`src/rtl/encoder83_irq_if.sv`:
```
// ----------------------------------------------------------------------------
// encoder83_irq_if
//   Bundle between a bank of eight request lines plus a code consumer
//   (master side) and the 8-to-3 pending encoder (slave side).
//
//   Signals
//     i_y      8  request lines, synchronous to the encoder clock
//     i_opt    1  line polarity: 0 = active-low, 1 = active-high
//     i_ready  1  consumer accepts o_sel in any cycle where o_valid = 1
//     o_valid  1  o_sel holds an unconsumed code
//     o_sel    3  encoded index of the emitted line
//     o_multi  1  other pending bits were set when o_sel was loaded
//     o_pend   8  current pending register
//
//   Modports
//     master : drives lines/polarity/ready, observes the encoder outputs
//     slave  : the encoder itself
// ----------------------------------------------------------------------------
interface encoder83_irq_if;
    logic [7:0] i_y;
    logic       i_opt;
    logic       i_ready;
    logic       o_valid;
    logic [2:0] o_sel;
    logic       o_multi;
    logic [7:0] o_pend;

    modport master (
        output i_y,
        output i_opt,
        output i_ready,
        input  o_valid,
        input  o_sel,
        input  o_multi,
        input  o_pend
    );

    modport slave (
        input  i_y,
        input  i_opt,
        input  i_ready,
        output o_valid,
        output o_sel,
        output o_multi,
        output o_pend
    );
endinterface

```
`src/rtl/encoder83_irq.sv`:
```
// ----------------------------------------------------------------------------
// encoder83_irq
//   Registered 8-to-3 encoder with sticky pending latches. Events on eight
//   request lines are latched into a pending register and emitted one at a
//   time as a 3-bit index over a valid/ready output stage.
//
//   Parameters
//     EDGE  1 = pend bit set on the assertion edge of its line,
//           0 = pend bit set every cycle the line is asserted
//     RR    0 = fixed priority (lowest index wins),
//           1 = round-robin, search starts after the last emitted index
//
//   Ports
//     i_clk    in   rising-edge clock
//     i_rst_n  in   synchronous active-low reset, clears every register
//     bus      slave modport of encoder83_irq_if (lines, polarity,
//              ready, valid, sel, multi, pend)
//
//   Handshake: o_valid/o_sel/o_multi form a valid/ready source. A code is
//   transferred on a rising edge where o_valid = 1 and i_ready = 1. Once
//   o_valid is high, o_sel and o_multi stay stable until that transfer, and
//   o_valid never drops without a transfer (reset excepted). A new code may
//   be loaded on the same edge as a transfer, giving one code per cycle.
// ----------------------------------------------------------------------------
module encoder83_irq #(
    parameter int EDGE = 1,
    parameter int RR   = 0
) (
    input  logic           i_clk,
    input  logic           i_rst_n,
    encoder83_irq_if.slave bus
);

    // Registered state
    logic [7:0] pend_q,  pend_d;
    logic [7:0] a_d_q,   a_d_d;     // line history for edge detection
    logic       valid_q, valid_d;
    logic [2:0] sel_q,   sel_d;
    logic       multi_q, multi_d;
    logic [2:0] ptr_q,   ptr_d;     // last emitted index (round-robin only)

    // Combinational intermediates
    logic [7:0] line_a;
    logic [7:0] set_v;
    logic [7:0] clr_v;
    logic       load;
    logic       found;
    logic [2:0] win;
    logic [2:0] start;
    logic [2:0] idx;

    // Normalise polarity so that 1 always means "asserted".
    assign line_a = bus.i_opt ? bus.i_y : ~bus.i_y;
    assign set_v  = (EDGE != 0) ? (line_a & ~a_d_q) : line_a;

    // Only the registered pend is searched; fresh events wait a cycle.
    assign load = (pend_q != 8'd0) && (!valid_q || bus.i_ready);

    // Winner search. Fixed priority is the round-robin scan with the start
    // pinned at 7, so the scan always begins at index 0.
    always_comb begin
        win   = 3'd0;
        found = 1'b0;
        idx   = 3'd0;
        start = (RR != 0) ? ptr_q : 3'd7;
        for (int k = 1; k <= 8; k++) begin
            idx = start + 3'(k);
            if (!found && pend_q[idx]) begin
                win   = idx;
                found = 1'b1;
            end
        end
    end

    // Next-state logic
    always_comb begin
        clr_v   = 8'd0;
        a_d_d   = line_a;
        valid_d = valid_q;
        sel_d   = sel_q;
        multi_d = multi_q;
        ptr_d   = ptr_q;

        if (load) begin
            clr_v   = 8'd1 << win;
            valid_d = 1'b1;
            sel_d   = win;
            // More than one bit set: clearing the lowest set bit leaves some.
            multi_d = (pend_q & (pend_q - 8'd1)) != 8'd0;
            if (RR != 0) begin
                ptr_d = win;
            end
        end else if (valid_q && bus.i_ready) begin
            valid_d = 1'b0;
        end

        // Set is applied after clear, so a re-arrival on the bit being
        // loaded this cycle keeps it pending.
        pend_d = (pend_q & ~clr_v) | set_v;
    end

    always_ff @(posedge i_clk) begin
        if (!i_rst_n) begin
            pend_q  <= 8'd0;
            a_d_q   <= 8'd0;
            valid_q <= 1'b0;
            sel_q   <= 3'd0;
            multi_q <= 1'b0;
            ptr_q   <= 3'd7;
        end else begin
            pend_q  <= pend_d;
            a_d_q   <= a_d_d;
            valid_q <= valid_d;
            sel_q   <= sel_d;
            multi_q <= multi_d;
            ptr_q   <= ptr_d;
        end
    end

    assign bus.o_valid = valid_q;
    assign bus.o_sel   = sel_q;
    assign bus.o_multi = multi_q;
    assign bus.o_pend  = pend_q;

endmodule

```
`src/flat_wrapper.sv`:
```
// flat-port wrapper written by rule: the top's interface ports become plain ports
module encoder83_irq_flat 
#(
    parameter int EDGE = 1,
    parameter int RR   = 0
)
  (i_clk, i_rst_n, bus_i_y, bus_i_opt, bus_i_ready, bus_o_valid, bus_o_sel, bus_o_multi, bus_o_pend);
  encoder83_irq_if bus_i ();
  input  logic i_clk;
  input  logic i_rst_n;
  input wire logic [$bits(bus_i.i_y)-1:0] bus_i_y;
  input wire logic [$bits(bus_i.i_opt)-1:0] bus_i_opt;
  input wire logic [$bits(bus_i.i_ready)-1:0] bus_i_ready;
  output wire logic [$bits(bus_i.o_valid)-1:0] bus_o_valid;
  output wire logic [$bits(bus_i.o_sel)-1:0] bus_o_sel;
  output wire logic [$bits(bus_i.o_multi)-1:0] bus_o_multi;
  output wire logic [$bits(bus_i.o_pend)-1:0] bus_o_pend;
  assign bus_i.i_y = bus_i_y;
  assign bus_i.i_opt = bus_i_opt;
  assign bus_i.i_ready = bus_i_ready;
  assign bus_o_valid = bus_i.o_valid;
  assign bus_o_sel = bus_i.o_sel;
  assign bus_o_multi = bus_i.o_multi;
  assign bus_o_pend = bus_i.o_pend;
  encoder83_irq #(.EDGE(EDGE), .RR(RR)) u_core (.i_clk(i_clk), .i_rst_n(i_rst_n), .bus(bus_i));
endmodule
```
`config.mk`:
```
export PLATFORM = sky130hd
export DESIGN_NAME = encoder83_irq_flat
export DESIGN_NICKNAME = d
export VERILOG_FILES = /design/src/rtl/encoder83_irq_if.sv /design/src/rtl/encoder83_irq.sv /design/src/flat_wrapper.sv
export SDC_FILE = /design/constraint.sdc
export NUM_CORES = 1
export LEC_CHECK = 0
export ABC_AREA = 1
export ABC_CLOCK_PERIOD_IN_PS = 2800
export CORE_ASPECT_RATIO = 1.2
export CORE_UTILIZATION = 41
export DETAILED_ROUTE_END_ITERATION = 8
export GPL_TIMING_DRIVEN = 1
export PLACE_DENSITY = 0.76
export RECOVER_POWER = 50
export SETUP_SLACK_MARGIN = 0.05
export SLEW_MARGIN = 10
export SYNTH_ARGS = -nofsm -noshare
export SYNTH_HDL_FRONTEND = slang
export SYNTH_SLANG_ARGS = --single-unit
```
`constraint.sdc`:
```
create_clock -name i_clk -period 2.8 [get_ports i_clk]
set_input_delay 0.42 -clock i_clk [delete_from_list [all_inputs] [get_ports i_clk]]
set_output_delay 0.42 -clock i_clk [all_outputs]
set_load 0.03 [all_outputs]
```
==> tab_implementation.tex, run 1 <==
\begin{tabular}{lr}
\hline
Metric & Value \\
\hline
\multicolumn{2}{l}{\textbf{Run status}} \\
Status & complete, no violations \\
\multicolumn{2}{l}{\textbf{Timing}} \\
Slew @ Worst Pin & 1.078 ns \\
Post-route clock skew & 0.0006236 ns \\
Number of setup violations in the final report & 0 \\
Fin. max-slew vios & 0 \\
Final critical-path share of the clock period & 75.02\% \\
Unrepaired setup endpoints after global routing & false \\
Max-Slew Margin vs Limit & 27.35\% \\
Min Clock Period, post-route & 2.101 ns \\
Setup TNS after final layout & 0 ns \\
Final hold violation count & 0 \\
Timing-limited maximum frequency & 0.4761 GHz \\
Worst Slack Setup Final & 0.6995 ns \\
\multicolumn{2}{l}{\textbf{GRT}} \\
Via count of the first global-routing pass & 754 \\
GRT Overall Usage & 17.16\% \\
Pin count of the biggest net entering global routing & 18 \\
Total overflow reported by the global router & 0 \\
Number of antenna violations at the first check in global routing & 0 \\
First-pass GRT wire length & 3077 um \\
\multicolumn{2}{l}{\textbf{Flow run}} \\
Number of violations of the max-capacitance limit & 0 \\
\multicolumn{2}{l}{\textbf{Synthesis}} \\
Cell types with the highest counts after synthesis & 25 x nor2\_1, 21 x dfxtp\_1, 15 x nand2\_1, 13 x inv\_1, 13 x o21ai\_0 \\
Area contributors post-synth & dfxtp\_1 44\%, nor2\_1 9.8\%, xor2\_1 7.3\% \\
Sequential share of the synthesized area & 43.75\% \\
FFs w/ async S/R, synth & 0\% \\
Mean area per synthesized cell & 7.449 um2 \\
Cell type with the highest aggregate area in the netlist & dfxtp\_1 \\
Post-synth EDFFs & 0 \\
Register bit total from synthesis & 21 \\
Number of library cell types mapped by synthesis & 20 \\
Most repeated cell in the gate-level netlist after synthesis & nor2\_1 \\
Ys Warns & 0 \\
Synthesized Nets & 141 \\
Cells after Synth & 129 \\
Post-synthesis cell area & 960.9 um2 \\
Most frequently used flop master after synthesis & dfxtp\_1 \\
Synth top area share & 43.75\% \\
\multicolumn{2}{l}{\textbf{Placed design}} \\
DP Worst Slack & 0.9390 ns \\
Port buffer count & 24 \\
Weighted congestion at the end of routability-driven global placement & 0.9476 \\
Detailed placer's ending HPWL & 1522 um \\
\multicolumn{2}{l}{\textbf{Clock tree}} \\
CTS buffer count & 3 \\
\# clock sinks & 21 \\
Maximum clock insertion buffer count & 2 \\
Level count of the clock H-tree & 1 \\
Clock latency reported for the late side of the worst-skew pair & 0.29 ns \\
Post-cts repair resize count & 0 \\
CTS root buf & clkbuf\_4 \\
Clock transition at the register clock pins on the worst setup and hold paths after CTS & 0.10 ns \\
Post-CTS Setup Inserts & 0 \\
\# hold bufs at CTS & 0 \\
Clock tree from TritonCTS & yes \\
\multicolumn{2}{l}{\textbf{Power and ir drop}} \\
Worst supply voltage drop on vdd & 376.6 uV \\
Total Power & 778.1 uW \\
Power density cells & 628.8 nW/um2 \\
Pleak & 0.0005456 uW \\
\multicolumn{2}{l}{\textbf{Routing}} \\
Total detailed-routing wirelength & 1909 um \\
Length of the first detailed-routing pass in iterations & 4 \\
Number of DRC markers after the initial detailed-route iteration & 12 \\
Post-DRT Antenna Nets & 0 \\
DR vias/cell & 4.665 \\
Count of vias placed by the detailed router & 863 \\
Total DRC errors in the routed layout & 0 \\
Drt wl/cell & 10.32 um \\
\multicolumn{2}{l}{\textbf{Finish}} \\
Ratio of cells with drive above 1 in the final layout & 8.387\% \\
Layout Area Growth over Synthesis & 28.78\% \\
Fin nets & 168 \\
Antenna cell count & 0 \\
\multicolumn{2}{l}{\textbf{Hold path}} \\
Hold WC Path Type & flip-flop to flip-flop \\
Worst hold path cell count & 3 \\
\multicolumn{2}{l}{\textbf{Die}} \\
Std-Cell Rows & 18 \\
I/O pin count & 25 \\
Die Ht & 55.03 um \\
Die outline area & 2542 um2 \\
Effective utilization at floorplan & 44.91\% \\
Die X & 46.20 um \\
Placeable Area & 2140 um2 \\
\multicolumn{2}{l}{\textbf{Critical path}} \\
Largest fanout on the critical path & 10 \\
Number of cells on the worst reg-to-reg path & 5 \\
Crit path required time & 3.02 ns \\
Element type at the critical path end & flip-flop \\
Data arrival time of the worst path & 2.32 ns \\
Startpoint class of the critical path & flip-flop \\
Path type of the worst setup path & flip-flop to flip-flop \\
\hline
\end{tabular}
[stage by stage]
stage          instance area [um2]  cells  utilization, %  hold WS, ns
6_report                      1237    185           57.84       0.4719
4_1_cts                       1256    185           58.71       0.4728
3_5_place_dp                  1230    181           57.49       0.4474
5_1_grt                       1237    185           57.84       0.4972
3_3_place_gp                  1230    181           57.49       0.4377
2_1_floorplan                960.9    129               -       0.4293
[flip-flops by register name (all words and copies together), names as in the netlist]
| signal | flops |
|---|---|
| u_core.bus.o_sel | 3 |
| u_core.bus.o_pend | 8 |
| u_core.bus.o_multi | 1 |
| u_core.a_d_q | 8 |
| u_core.bus.o_valid | 1 |
[layout by cell type (no fill, tap or decap), drive strengths merged]
cell / count
dfxtp: 21
nor2: 28
a21oi: 10
clkbuf: 4
nand4: 1
nand2: 16
nand3: 5
inv: 14
clkinv: 1
clkdlybuf4s50: 22
o21ai: 16
dlygate4sd3: 2
or2: 6
xor2: 8
o31ai: 1
[where the power goes]
group / switching [uW] / total, uW / internal [uW] / leakage, uW
logic: 164 / 278 / 114 / 0.000356
clock network: 81.7 / 137 / 55.4 / 0.0000150
registers: 28.1 / 363 / 335 / 0.000175
total: 274 / 778 / 504 / 0.000546
[per-layer routing]
metal  track usage (%)  vias to the layer above  part of all wire, %
met4             13.73                        0                  1.4
met5                 0                        -                    0
met1             20.92                      387                   48
li1                  -                      460                    -
met3            0.9740                        2                  1.8
met2             27.70                       14                   49
[kinds of logic after synthesis]
kind of cell / synth area share [%]
and+or+nand+nor: 26.43
AOI/OAI and AO/OA: 15.50
DFF: 43.75
buffers and inverters: 7.031
xor gates and xnor gates: 7.292
[final timing paths]
check / start / end / slack, ns
worst max-delay path: u_core.bus.o_pend[2] / u_core.bus.o_pend[3] / 0.70
worst min-delay path: u_core.a_d_q[0] / u_core.bus.o_pend[0] / 0.47
worst max register to register: u_core.bus.o_pend[2] / u_core.bus.o_pend[3] / 0.70
worst min register to register: u_core.a_d_q[0] / u_core.bus.o_pend[0] / 0.47
[layout make-up]
class / instances / area (um2)
Fill cell: 208 / 902.1
Multi-Input combinational cell: 91 / 454.2
Sequential cell: 21 / 420.4
Timing Repair Buffer: 24 / 240.2
Inverter: 15 / 58.81
Tap cell: 30 / 37.54
Clock buffer: 4 / 26.28
[worst max-delay path: stages (launching register included)]
cell	delay, ns
dfxtp_1	0.37
nor2_1	0.27
nand2_2	0.12
o21ai_0	0.87
o21ai_0	0.22
a21oi_1	0.17
(Power assumes the default switching activity.)
==> inputs of run 2 (changes only) <==
- ABC_CLOCK_PERIOD_IN_PS: 2800 -> 2190
- clock period: 2.8 -> 2.19 ns (I/O delays scaled with it)
==> tab_implementation.tex, run 2 (synthesis gave the netlist of run 1 again) <==
\begin{tabular}{lr}
\hline
Metric & Value \\
\hline
\multicolumn{2}{l}{\textbf{Critical path}} \\
Family with the most delay on the worst path & buffers and inverters \\
Slowest cell on the critical path & clkdlybuf4s50\_1 \\
Path type of the worst setup path & flip-flop to output pin \\
Element type at the critical path end & output pin \\
Worst R2R Setup Slack & 0.51 ns \\
Crit path required time & 1.86 ns \\
Largest fanout on the critical path & 5 \\
Data arrival time of the worst path & 1.51 ns \\
Startpoint class of the critical path & flip-flop \\
Delay of the slowest cell on the worst path & 0.73 ns \\
Sum of buffers and inverters on the critical path & 1 \\
Critical-path cell list & clkdlybuf4s50\_1 \\
\multicolumn{2}{l}{\textbf{GRT}} \\
GRT Overall Usage & 17.99\% \\
Number of antenna violations at the first check in global routing & 0 \\
Via count of the first global-routing pass & 807 \\
Total overflow reported by the global router & 0 \\
Pin count of the biggest net entering global routing & 12 \\
First-pass GRT wire length & 3249 um \\
\multicolumn{2}{l}{\textbf{Timing}} \\
Worst hold margin & 0.4838 ns \\
Final critical-path share of the clock period & 83.73\% \\
Timing-limited maximum frequency & 0.5454 GHz \\
Slew @ Worst Pin & 0.6785 ns \\
Number of setup violations in the final report & 0 \\
Max-Slew Margin vs Limit & 54.46\% \\
Min Clock Period, post-route & 1.834 ns \\
Setup TNS after final layout & 0 ns \\
Final hold violation count & 0 \\
Unrepaired setup endpoints after global routing & false \\
Fin. max-slew vios & 0 \\
Post-route clock skew & 0.004166 ns \\
\multicolumn{2}{l}{\textbf{Die}} \\
Effective utilization at floorplan & 44.91\% \\
Std-Cell Rows & 18 \\
I/O pin count & 25 \\
Placeable Area & 2140 um2 \\
Die X & 46.20 um \\
Die outline area & 2542 um2 \\
Die Ht & 55.03 um \\
\multicolumn{2}{l}{\textbf{Power and ir drop}} \\
Worst supply voltage drop on vdd & 454.8 uV \\
Power density cells & 806.8 nW/um2 \\
Pleak & 0.0005484 uW \\
\multicolumn{2}{l}{\textbf{Routing}} \\
Total detailed-routing wirelength & 1954 um \\
Number of DRC markers after the initial detailed-route iteration & 32 \\
Total DRC errors in the routed layout & 0 \\
DR vias/cell & 4.790 \\
Length of the first detailed-routing pass in iterations & 4 \\
Drt wl/cell & 10.51 um \\
Count of vias placed by the detailed router & 891 \\
Post-DRT Antenna Nets & 0 \\
\multicolumn{2}{l}{\textbf{Finish}} \\
Register area & 420.4 um2 \\
Highest-count cells in the layout ignoring fill and taps & 25 x nor2\_1, 22 x clkdlybuf4s50\_1, 21 x dfxtp\_1 \\
Fill cell count & 216 \\
Layout Area Growth over Synthesis & 29.69\% \\
Ratio of cells with drive above 1 in the final layout & 8.333\% \\
Multi-input logic area & 459.2 um2 \\
Antenna cell count & 0 \\
Util after Layout & 58.25\% \\
Leading cell type in the layout, fill and taps excluded & nor2\_1 \\
Fin nets & 169 \\
\multicolumn{2}{l}{\textbf{Clock tree}} \\
Clock tree from TritonCTS & yes \\
CTS root buf & clkbuf\_4 \\
Post-cts repair resize count & 0 \\
CTS buffer count & 3 \\
Clock latency reported for the late side of the worst-skew pair & 0.30 ns \\
Post-CTS Setup Inserts & 0 \\
Clock transition at the register clock pins on the worst setup and hold paths after CTS & 0.11 ns \\
\# hold bufs at CTS & 0 \\
Maximum clock insertion buffer count & 2 \\
Level count of the clock H-tree & 1 \\
\# clock sinks & 21 \\
\multicolumn{2}{l}{\textbf{Placed design}} \\
Port buffer count & 24 \\
Detailed placer's ending HPWL & 1574 um \\
Weighted congestion at the end of routability-driven global placement & 0.9445 \\
\multicolumn{2}{l}{\textbf{Run status}} \\
Status & complete, no violations \\
\multicolumn{2}{l}{\textbf{Flow run}} \\
Number of violations of the max-capacitance limit & 0 \\
\multicolumn{2}{l}{\textbf{Hold path}} \\
Hold WC Path Type & flip-flop to flip-flop \\
\hline
\end{tabular}
## run 2: changes by cell type in the layout (fill, tap and decap cells not counted)
cell	delta
clkbuf_1	+1
nand2_1	+1
nor2_1	-1
nand2_2	-1
o21ai_0	-1
nor2_4	+1
o21ai_1	+1
## run 2: final timing paths
kind / end / depth (start not counted) / start
hold reg to reg: u_core.bus.o_pend[0] / 3 / u_core.a_d_q[0]
setup / recovery: bus_o_pend[0] / 1 / u_core.bus.o_pend[0]
hold / removal: u_core.bus.o_pend[0] / 3 / u_core.a_d_q[0]
setup reg to reg: u_core.bus.o_sel[0] / 6 / u_core.bus.o_pend[2]
## run 2: final cells by class
cell class                      count  area share [%]
Multi-Input combinational cell     91           36.85
Sequential cell                    21           33.73
Timing Repair Buffer               25           19.58
Inverter                           15           4.719
Tap cell                           30           3.012
Clock buffer                        4           2.108
## run 2: where the power goes
group          switching (uW)  internal [uW]  total [uW]
Clock                     109           71.1         180
Sequential               40.0            429         469
Combinational             210            147         357
Total                     359            646        1010
## run 2: per-layer routing
| layer | GRT usage, % | vias up | routed length [um] |
|---|---|---|---|
| li1 | - | 465 | - |
| met1 | 21.56 | 398 | 866 |
| met2 | 29.58 | 23 | 958 |
| met3 | 1.623 | 5 | 70 |
| met4 | 13.24 | 0 | 59 |
| met5 | 0 | - | 0 |
## run 2: per-stage QoR
| step | setup WS, ns | cells | power (uW) | area, um2 |
|---|---|---|---|---|
| after CTS | 0.3309 | 186 | 1025 | 1264 |
| after global placement | 0.4788 | 182 | 838.8 | 1237 |
| after detailed placement | 0.4554 | 182 | 846.0 | 1237 |
| after floorplan | 0.8273 | 129 | 714.2 | 960.9 |
| after global routing | 0.3133 | 186 | 1066 | 1246 |
| final | 0.3564 | 186 | 1005 | 1246 |
